### src/rtl/regs_led_hex_pkg.sv
// Shared constants for the LED / seven-segment output peripheral:
// register offsets, active-low segment font and the blank pattern.
package regs_led_hex_pkg;

   localparam logic [11:0] ADDR_LED  = 12'h000;
   localparam logic [11:0] ADDR_HEX  = 12'h004;
   localparam logic [11:0] ADDR_EN   = 12'h008;
   localparam logic [11:0] ADDR_DP   = 12'h00C;
   localparam logic [11:0] ADDR_SRST = 12'h024;

   localparam logic [6:0] SEG_BLANK = 7'h7F;

   // Packed so FONT[n] selects glyph n; listed from F down to 0, bits {g,f,e,d,c,b,a}.
   localparam logic [15:0][6:0] FONT = {
      7'b0001110, 7'b0000110, 7'b0100001, 7'b1000110,
      7'b0000011, 7'b0001000, 7'b0010000, 7'b0000000,
      7'b1111000, 7'b0000010, 7'b0010010, 7'b0011001,
      7'b0110000, 7'b0100100, 7'b1111001, 7'b1000000
   };

endpackage

### src/rtl/hex7seg_decoder.sv
// Combinational nibble to active-low seven-segment pattern.
module hex7seg_decoder
   import regs_led_hex_pkg::*;
(
   input  logic [3:0] i_nibble,
   output logic [6:0] o_seg
);

   assign o_seg = FONT[i_nibble];

endmodule

### src/rtl/regs_led_hex.sv
// Memory-mapped LED / 8-digit seven-segment peripheral with registered
// read-back and a free-running digit scanner.
module regs_led_hex
   import regs_led_hex_pkg::*;
#(
   parameter int SCAN_DIV = 100000
) (
   input  logic        CLK100,
   input  logic        resetn,
   input  logic        req_i,
   input  logic        we_i,
   input  logic [31:0] addr_i,
   input  logic [31:0] wdata_i,
   output logic [31:0] rdata_o,
   output logic [15:0] LED,
   output logic [7:0]  AN,
   output logic [6:0]  SEG,
   output logic        DP
);

   localparam int CNT_W = (SCAN_DIV > 1) ? $clog2(SCAN_DIV) : 1;
   localparam logic [CNT_W-1:0] CNT_MAX = CNT_W'(SCAN_DIV - 1);

   logic [15:0]      r_led;
   logic [31:0]      r_hex;
   logic [7:0]       r_en;
   logic [7:0]       r_dp;
   logic [CNT_W-1:0] r_cnt;
   logic [2:0]       r_idx;
   logic [31:0]      r_rdata;
   logic [7:0]       r_an;
   logic [6:0]       r_seg;
   logic             r_dp_n;

   logic [11:0] w_addr;
   logic        w_wr;
   logic        w_rd;
   logic        w_srst;
   logic [3:0]  w_nibble;
   logic [6:0]  w_seg;
   logic [31:0] w_rd_data;
   logic        w_unused;

   assign w_addr   = addr_i[11:0];
   assign w_wr     = req_i && we_i;
   assign w_rd     = req_i && !we_i;
   assign w_srst   = w_wr && (w_addr == ADDR_SRST) && wdata_i[0];
   assign w_nibble = r_hex[4*r_idx +: 4];
   assign w_unused = ^addr_i[31:12];

   hex7seg_decoder u_dec (
      .i_nibble (w_nibble),
      .o_seg    (w_seg)
   );

   // NOTE: every variable assigned in always_comb gets a default first so no latch is inferred.
   always_comb begin
      w_rd_data = '0;
      case (w_addr)
         ADDR_LED: w_rd_data = {16'h0000, r_led};
         ADDR_HEX: w_rd_data = r_hex;
         ADDR_EN:  w_rd_data = {24'h000000, r_en};
         ADDR_DP:  w_rd_data = {24'h000000, r_dp};
         default:  w_rd_data = '0;
      endcase
   end

   // NOTE: state uses non-blocking assignments so every register samples pre-edge values.
   always_ff @(posedge CLK100) begin
      if (!resetn) begin
         r_led   <= '0;
         r_hex   <= '0;
         r_en    <= '0;
         r_dp    <= '0;
         r_cnt   <= '0;
         r_idx   <= '0;
         r_rdata <= '0;
         r_an    <= 8'hFF;
         r_seg   <= SEG_BLANK;
         r_dp_n  <= 1'b1;
      end else begin
         if (w_rd)
            r_rdata <= w_rd_data;

         // Soft reset mirrors resetn except that read data is preserved.
         if (w_srst) begin
            r_led  <= '0;
            r_hex  <= '0;
            r_en   <= '0;
            r_dp   <= '0;
            r_cnt  <= '0;
            r_idx  <= '0;
            r_an   <= 8'hFF;
            r_seg  <= SEG_BLANK;
            r_dp_n <= 1'b1;
         end else begin
            if (w_wr) begin
               case (w_addr)
                  ADDR_LED: r_led <= wdata_i[15:0];
                  ADDR_HEX: r_hex <= wdata_i;
                  ADDR_EN:  r_en  <= wdata_i[7:0];
                  ADDR_DP:  r_dp  <= wdata_i[7:0];
                  default:  ;
               endcase
            end

            if (r_cnt == CNT_MAX) begin
               r_cnt <= '0;
               r_idx <= r_idx + 3'd1;
            end else begin
               r_cnt <= r_cnt + 1'b1;
            end

            // Display is built from pre-edge idx/registers, so a slot never mixes old and new data.
            if (r_en[r_idx]) begin
               r_an   <= ~(8'd1 << r_idx);
               r_seg  <= w_seg;
               r_dp_n <= ~r_dp[r_idx];
            end else begin
               r_an   <= 8'hFF;
               r_seg  <= SEG_BLANK;
               r_dp_n <= 1'b1;
            end
         end
      end
   end

   assign rdata_o = r_rdata;
   assign LED     = r_led;
   assign AN      = r_an;
   assign SEG     = r_seg;
   assign DP      = r_dp_n;

endmodule

### config.mk
export PLATFORM = sky130hd
export DESIGN_NAME = regs_led_hex
export DESIGN_NICKNAME = d
export VERILOG_FILES = /design/src/rtl/regs_led_hex_pkg.sv /design/src/rtl/hex7seg_decoder.sv /design/src/rtl/regs_led_hex.sv
export SDC_FILE = /design/constraint.sdc
export NUM_CORES = 1
export LEC_CHECK = 0
export ABC_AREA = 1
export CORE_MARGIN = 4
export CORE_UTILIZATION = 39
export CTS_CLUSTER_SIZE = 40
export DETAILED_ROUTE_END_ITERATION = 6
export SLEW_MARGIN = 10
export SYNTH_ARGS = -nofsm -noshare
export SYNTH_HDL_FRONTEND = slang
export SYNTH_HIERARCHICAL = 1
export SYNTH_SLANG_ARGS = --single-unit
### constraint.sdc
create_clock -name CLK100 -period 3.5 [get_ports CLK100]
set_input_delay 0.7 -clock CLK100 [delete_from_list [all_inputs] [get_ports CLK100]]
set_output_delay 0.7 -clock CLK100 [all_outputs]
set_load 0.005 [all_outputs]
## Word-level counts from Yosys, hierarchy flattened

Memory sizes are Yosys's and may differ from the RTL's. A register that Yosys moved wholly into a read port is not among the register bits.
Index checks and enable logic that the tools add are counted.

| storage, ports and cells | value |
|---|---|
| register bits | 125 |
| memory bits (read-only) | 112 |
| input port bits | 68 |
| output and inout bits | 64 |
| word-level logic and storage cells | 42 |
| memories kept | 1 |

Memories:

| memory | words | width | rd ports | clocked after memory_dff | wr ports | line | text |
|---|---|---|---|---|---|---|---|
| (no name shown) | 16 | 7 | 1 | 1 | 0 | hex7seg_decoder.sv:9 | `assign o_seg = FONT[i_nibble];` |

| operators by class | value |
|---|---|
| add/sub/neg operators | 2 |
| $lt $le $gt $ge | 1 |
| equality and inequality tests | 5 |
| shifts and indexed selects | 2 |
| mux-type cells | 5 |
| bitwise operators | 4 |
| reduce and logical (&&, ||, !) cells | 13 |

Operators by type and width:

| cell | count |
|---|---|
| case mux 32 bit (4 select lines) | 1 |
| indexed part select 32 x 6 -> 4 bit | 1 |
| equality test 12 x 4 -> 1 bit (second input constant) | 2 |
| adder 17 x 1 -> 17 bit (second input constant) | 1 |
| equality test 17 bit (second input constant) | 1 |
| equality test 12 x 3 -> 1 bit (second input constant) | 1 |
| equality test 12 x 6 -> 1 bit (second input constant) | 1 |
| zero test 12 bit | 1 |
| inverter 8 bit | 1 |
| AND reduction 2 bit | 4 |
| << shifter 1 x 3 -> 8 bit (first input constant) | 1 |
| binary-select mux 1 bit (select 3 bit) | 2 |
| OR reduction 3 bit | 2 |
| logical AND 1 bit | 4 |
| less-than comparator 3 x 4 -> 1 bit (second input constant) | 1 |
| adder 3 x 1 -> 3 bit (second input constant) | 1 |
| inverter 1 bit | 3 |
| 2-to-1 mux 1 bit | 2 |
| OR reduction 2 bit | 1 |
| zero test 1 bit | 1 |

## Logic depth before layout (Yosys ltp)

| depth | value |
|---|---|
| word-level depth | 4 |
| depth in mapped cells | 15 |
| gate-level depth less buffers | 13 |

## Hierarchy

Netlist, hierarchy kept.

Modules (own cells, without submodules):

| module | instances | cells an instance | area an instance (um^2) | sequential area each (um^2) |
|---|---|---|---|---|
| regs_led_hex | 1 | 748 | 5,683.0 | 2,642.5 |
| hex7seg_decoder | 1 | 49 | 274.0 | 0.0 |

## Least setup slack after synthesis

OpenSTA, ideal clock, no wires.

| path | value |
|---|---|
| path kind | register -> register |
| start point | reg r_idx[0] |
| end point | reg r_seg[3] (netlist: SEG[3]) |
| library setup time | 123 ps |
| data arrival time | 2,196 ps |
| required time | 3,377 ps |
| path slack | 1,181 ps |
| stages on the path, launching flop included | 15 |
| path buffers | 2 |
| cell sequence | dfxtp_1 buf_2 inv_1 clkbuf_1 a21oi_1 o21ai_0 nand2_1 nor2_1 a31oi_1 inv_1 ha_1 nand2_1 nand3_1 nand2_1 nand3b_1 |

| on the way | value |
|---|---|
| elaborated cells between the ends (all ways) | 5 |

RTL lines:

| what | line | text |
|---|---|---|
| start: declaration | regs_led_hex.sv:29 | `logic [2:0] r_idx;` |
| start signal: assignment | regs_led_hex.sv:109 | `r_idx <= r_idx + 3'd1;` |
| indexed part select 32 x 6 -> 4 bit | regs_led_hex.sv:48 | `assign w_nibble = r_hex[4*r_idx +: 4];` |
| via w_nibble[1] | regs_led_hex.sv:39 | `logic [3:0] w_nibble;` |
| end: declaration | regs_led_hex.sv:32 | `logic [6:0] r_seg;` |

The timed path passes the listed nets, and every way through them passes these cells. The select of a mux whose other input is x is not followed.
A chain may end at the register's enable or synchronous reset.

## Final worst setup path

Same ends and word-level chain as after synthesis.

==> out/metrics.cfg <==
[outcome]
outcome = completed

[finish]
fin_area_um2 = 7750
antenna_cells = 0
final_cells = 1091
utilization = 0.525
drive_gt1_frac = 0.0717
nNetsFinal = 977
area_growth_pct = 30.0

[timing]
worst_slack_ps = 829
tns_ps = 0
timing.hold.ws_ps = 448
worst_slew_pin_slew_ps = 787
setup_violations = 0
finalCriticalPeriod_ps = 2670
fmax_mhz = 374
hold_viol = 0
skew_ps = 6.09
fin_crit_sh = 0.763
finalMaxSlewViolations = 0
max_slew_margin = 0.475
grt_setup_unrepaired = false

[placement]
portBuffers = 111
hpwl_um = 12000
place_congestion = 0.856
dp_cells = 1060
placed_cell_area_um2 = 7130
dp_slack_ps = 467

[synthesis]
yosys.area.top_type = dfxtp_1
ys_seq_elements = 132
synth_flop_cell = dfxtp_1
synthSimpleGateAreaFrac = 0.231
async_flop_share = 0
synth_fp_nets = 879
synthAdderAreaFrac = 0.0294
synth_top_family_by_area = simple AND/OR/NAND/NOR gates
synth.distinct_cells = 35
synthTopCellsByArea = dfxtp_1 44%, o21ai_0 9.3%, a21oi_1 8.1%, nor2_1 6.7%, nand2_1 6.3%
netlist_area_um2 = 5960
ys_warn_count = 6
yosys.cell_count.top_type = dfxtp_1
muxShareOfSynthArea = 0
synth-edff-count = 0
synth_common_cells = 132 x dfxtp_1, 111 x o21ai_0, 106 x nor2_1
avgSynthCellArea_um2 = 7.47
syn_inst = 797
synth_top_area_share = 0.444
synth_xor_area_frac = 0.0147
seq_area_frac_synth = 0.444
synth_compound_area_frac = 0.196

[power]
combPwrFrac = 0.047
ir_drop_mv = 0.346
switching_power_mw = 0.729
swShare = 0.206
seqPwrFrac = 0.429
p_clk_frac = 0.523
finalPower_mw = 3.55
powerDensity_nw_per_um2 = 458
p_leak_nw = 3.00
p_int_mw = 2.82

[critical_path]
cp.arrival_ps = 2960
start_kind = flip-flop
rr_worst_depth = 9
rr_startpoint = r_idx[0]$_SDFFE_PP0N_
rr_endpoint = SEG[3]$_SDFF_PP1_
path_class = flip-flop to flip-flop
crit_start = r_idx[0]$_SDFFE_PP0N_
end_kind = flip-flop
cp_max_fo = 24
critPathRequiredTime_ps = 3790
r2r_slack_ps = 830
critPathCapture = SEG[3]$_SDFF_PP1_

[die]
dieArea_um2 = 17300
dieHeight_um = 132
initial_core_util = 0.404
num_rows = 44
die_w_um = 132
coreArea_um2 = 14800
io_pins = 132

[run]
maxCapViolations = 0

[hold_path]
holdCritPathClass = flip-flop to flip-flop

[clocking]
post_cts_buffers = 0
cts_tree = yes
cts_sinks = 132
postCtsHoldBufs = 0
cts_resized = 0
insertion_delay_ps = 420
cts_made_buffers = 17
cts_buffer_depth = 2
h-tree-depth = 4
path_clk_slew_ps = 60
cts_root_buffer = clkbuf_16

[global_routing]
antenna_found_initial = 0
grt_use_total = 0.192
grt-ovfl-total = 0
grt_pass1_wl_um = 27200
grt_max_degree = 53
grt_pass1_vias = 5549

[detailed_routing]
drc = 0
vias_per_cell = 5.15
ant_nets = 0
drt_iter0_drc = 471
vias = 5616
dr.pass1.iters = 5
routed_wl_um = 16700
wl_per_cell_um = 15.3

-- power by group through the flow --
stage	combinational, mW	clock, mW	sequential, mW
after floorplan	0.0606	0	1.56
after global placement	0.164	0	1.56
after detailed placement	0.166	0	1.56
after CTS	0.167	1.89	1.52
after global routing	0.180	1.95	1.52
final	0.167	1.86	1.52
-- how the worst min path moves through the flow --
| stage | from | endpoint | depth (start not counted) |
|---|---|---|---|
| after global placement | r_cnt[0]$_SDFF_PP0_ | r_cnt[0]$_SDFF_PP0_ | 1 |
| final | r_cnt[0]$_SDFF_PP0_ | r_cnt[0]$_SDFF_PP0_ | 1 |
| after floorplan | r_cnt[0]$_SDFF_PP0_ | r_cnt[0]$_SDFF_PP0_ | 1 |
| after CTS | r_cnt[0]$_SDFF_PP0_ | r_cnt[0]$_SDFF_PP0_ | 1 |
| after detailed placement | r_cnt[0]$_SDFF_PP0_ | r_cnt[0]$_SDFF_PP0_ | 1 |
| after global routing | r_cnt[0]$_SDFF_PP0_ | r_cnt[0]$_SDFF_PP0_ | 1 |
-- flip-flops by register name, summed over array words and instances (netlist names), 7 cells and up --
name	flops
SEG	7
AN	8
LED	16
r_hex	32
r_dp	8
rdata_o	32
r_cnt	17
r_en	8
-- layer usage --
metal / vias up / track usage / share of wire
met5: - / 0 / 0
met4: 0 / 0.0636 / 0.016
met3: 29 / 0.0535 / 0.055
met2: 155 / 0.323 / 0.49
met1: 2602 / 0.237 / 0.44
li1: 2830 / - / -
-- critical path, stage by stage (launching register included) --
cell,delay [ps]
dfxtp_1,310
inv_1,540
o21ai_0,320
a31oi_1,480
inv_1,210
ha_1,360
nand2_1,50
nand3_1,70
nand2_1,50
nand3b_1,140
-- layout make-up --
class	count	area (um2)
inverter	68	255
tap	184	230
fill	1399	7010
clock inverter	10	155
clock buffer	21	460
timing repair buffer	122	1190
sequential	132	2640
multi-input combinational	554	2810
-- cell usage in the layout, fill, tap and decap left out, types with 2 or more instances in the layout --
cell type	netlist	routed
nand2_1	100	100
nand3b_1	9	9
nand3_1	57	57
inv_1	63	63
bufinv_16	0	4
nor3b_1	2	2
o211ai_1	2	2
a31oi_1	4	4
xnor2_1	3	3
inv_2	5	5
nor2_1	106	105
nand2_2	4	4
or2_2	3	3
nand2_4	2	2
nor3_1	6	6
nor2_2	1	2
xor2_1	7	7
dfxtp_1	132	132
nand4_1	3	3
nor2_8	2	2
nor2_4	5	5
ha_1	14	14
clkbuf_16	0	17
clkbuf_8	0	2
clkbuf_1	14	2
clkdlybuf4s50_1	0	111
clkinvlp_4	0	2
clkinv_2	0	4
a21oi_1	96	96
buf_4	2	11
o21ai_0	111	111
o21ai_1	11	11
-- logic make-up (layout without fill, tap and decap cells) --
| logic type | Yosys count | count (layout) |
|---|---|---|
| compound gates | 227 | 227 |
| xor+xnor | 10 | 10 |
| fa+ha+maj | 14 | 14 |
| buf+inv | 111 | 221 |
| flops | 132 | 132 |
| simple gates | 303 | 303 |
Power figures use the tool's default switching activity.
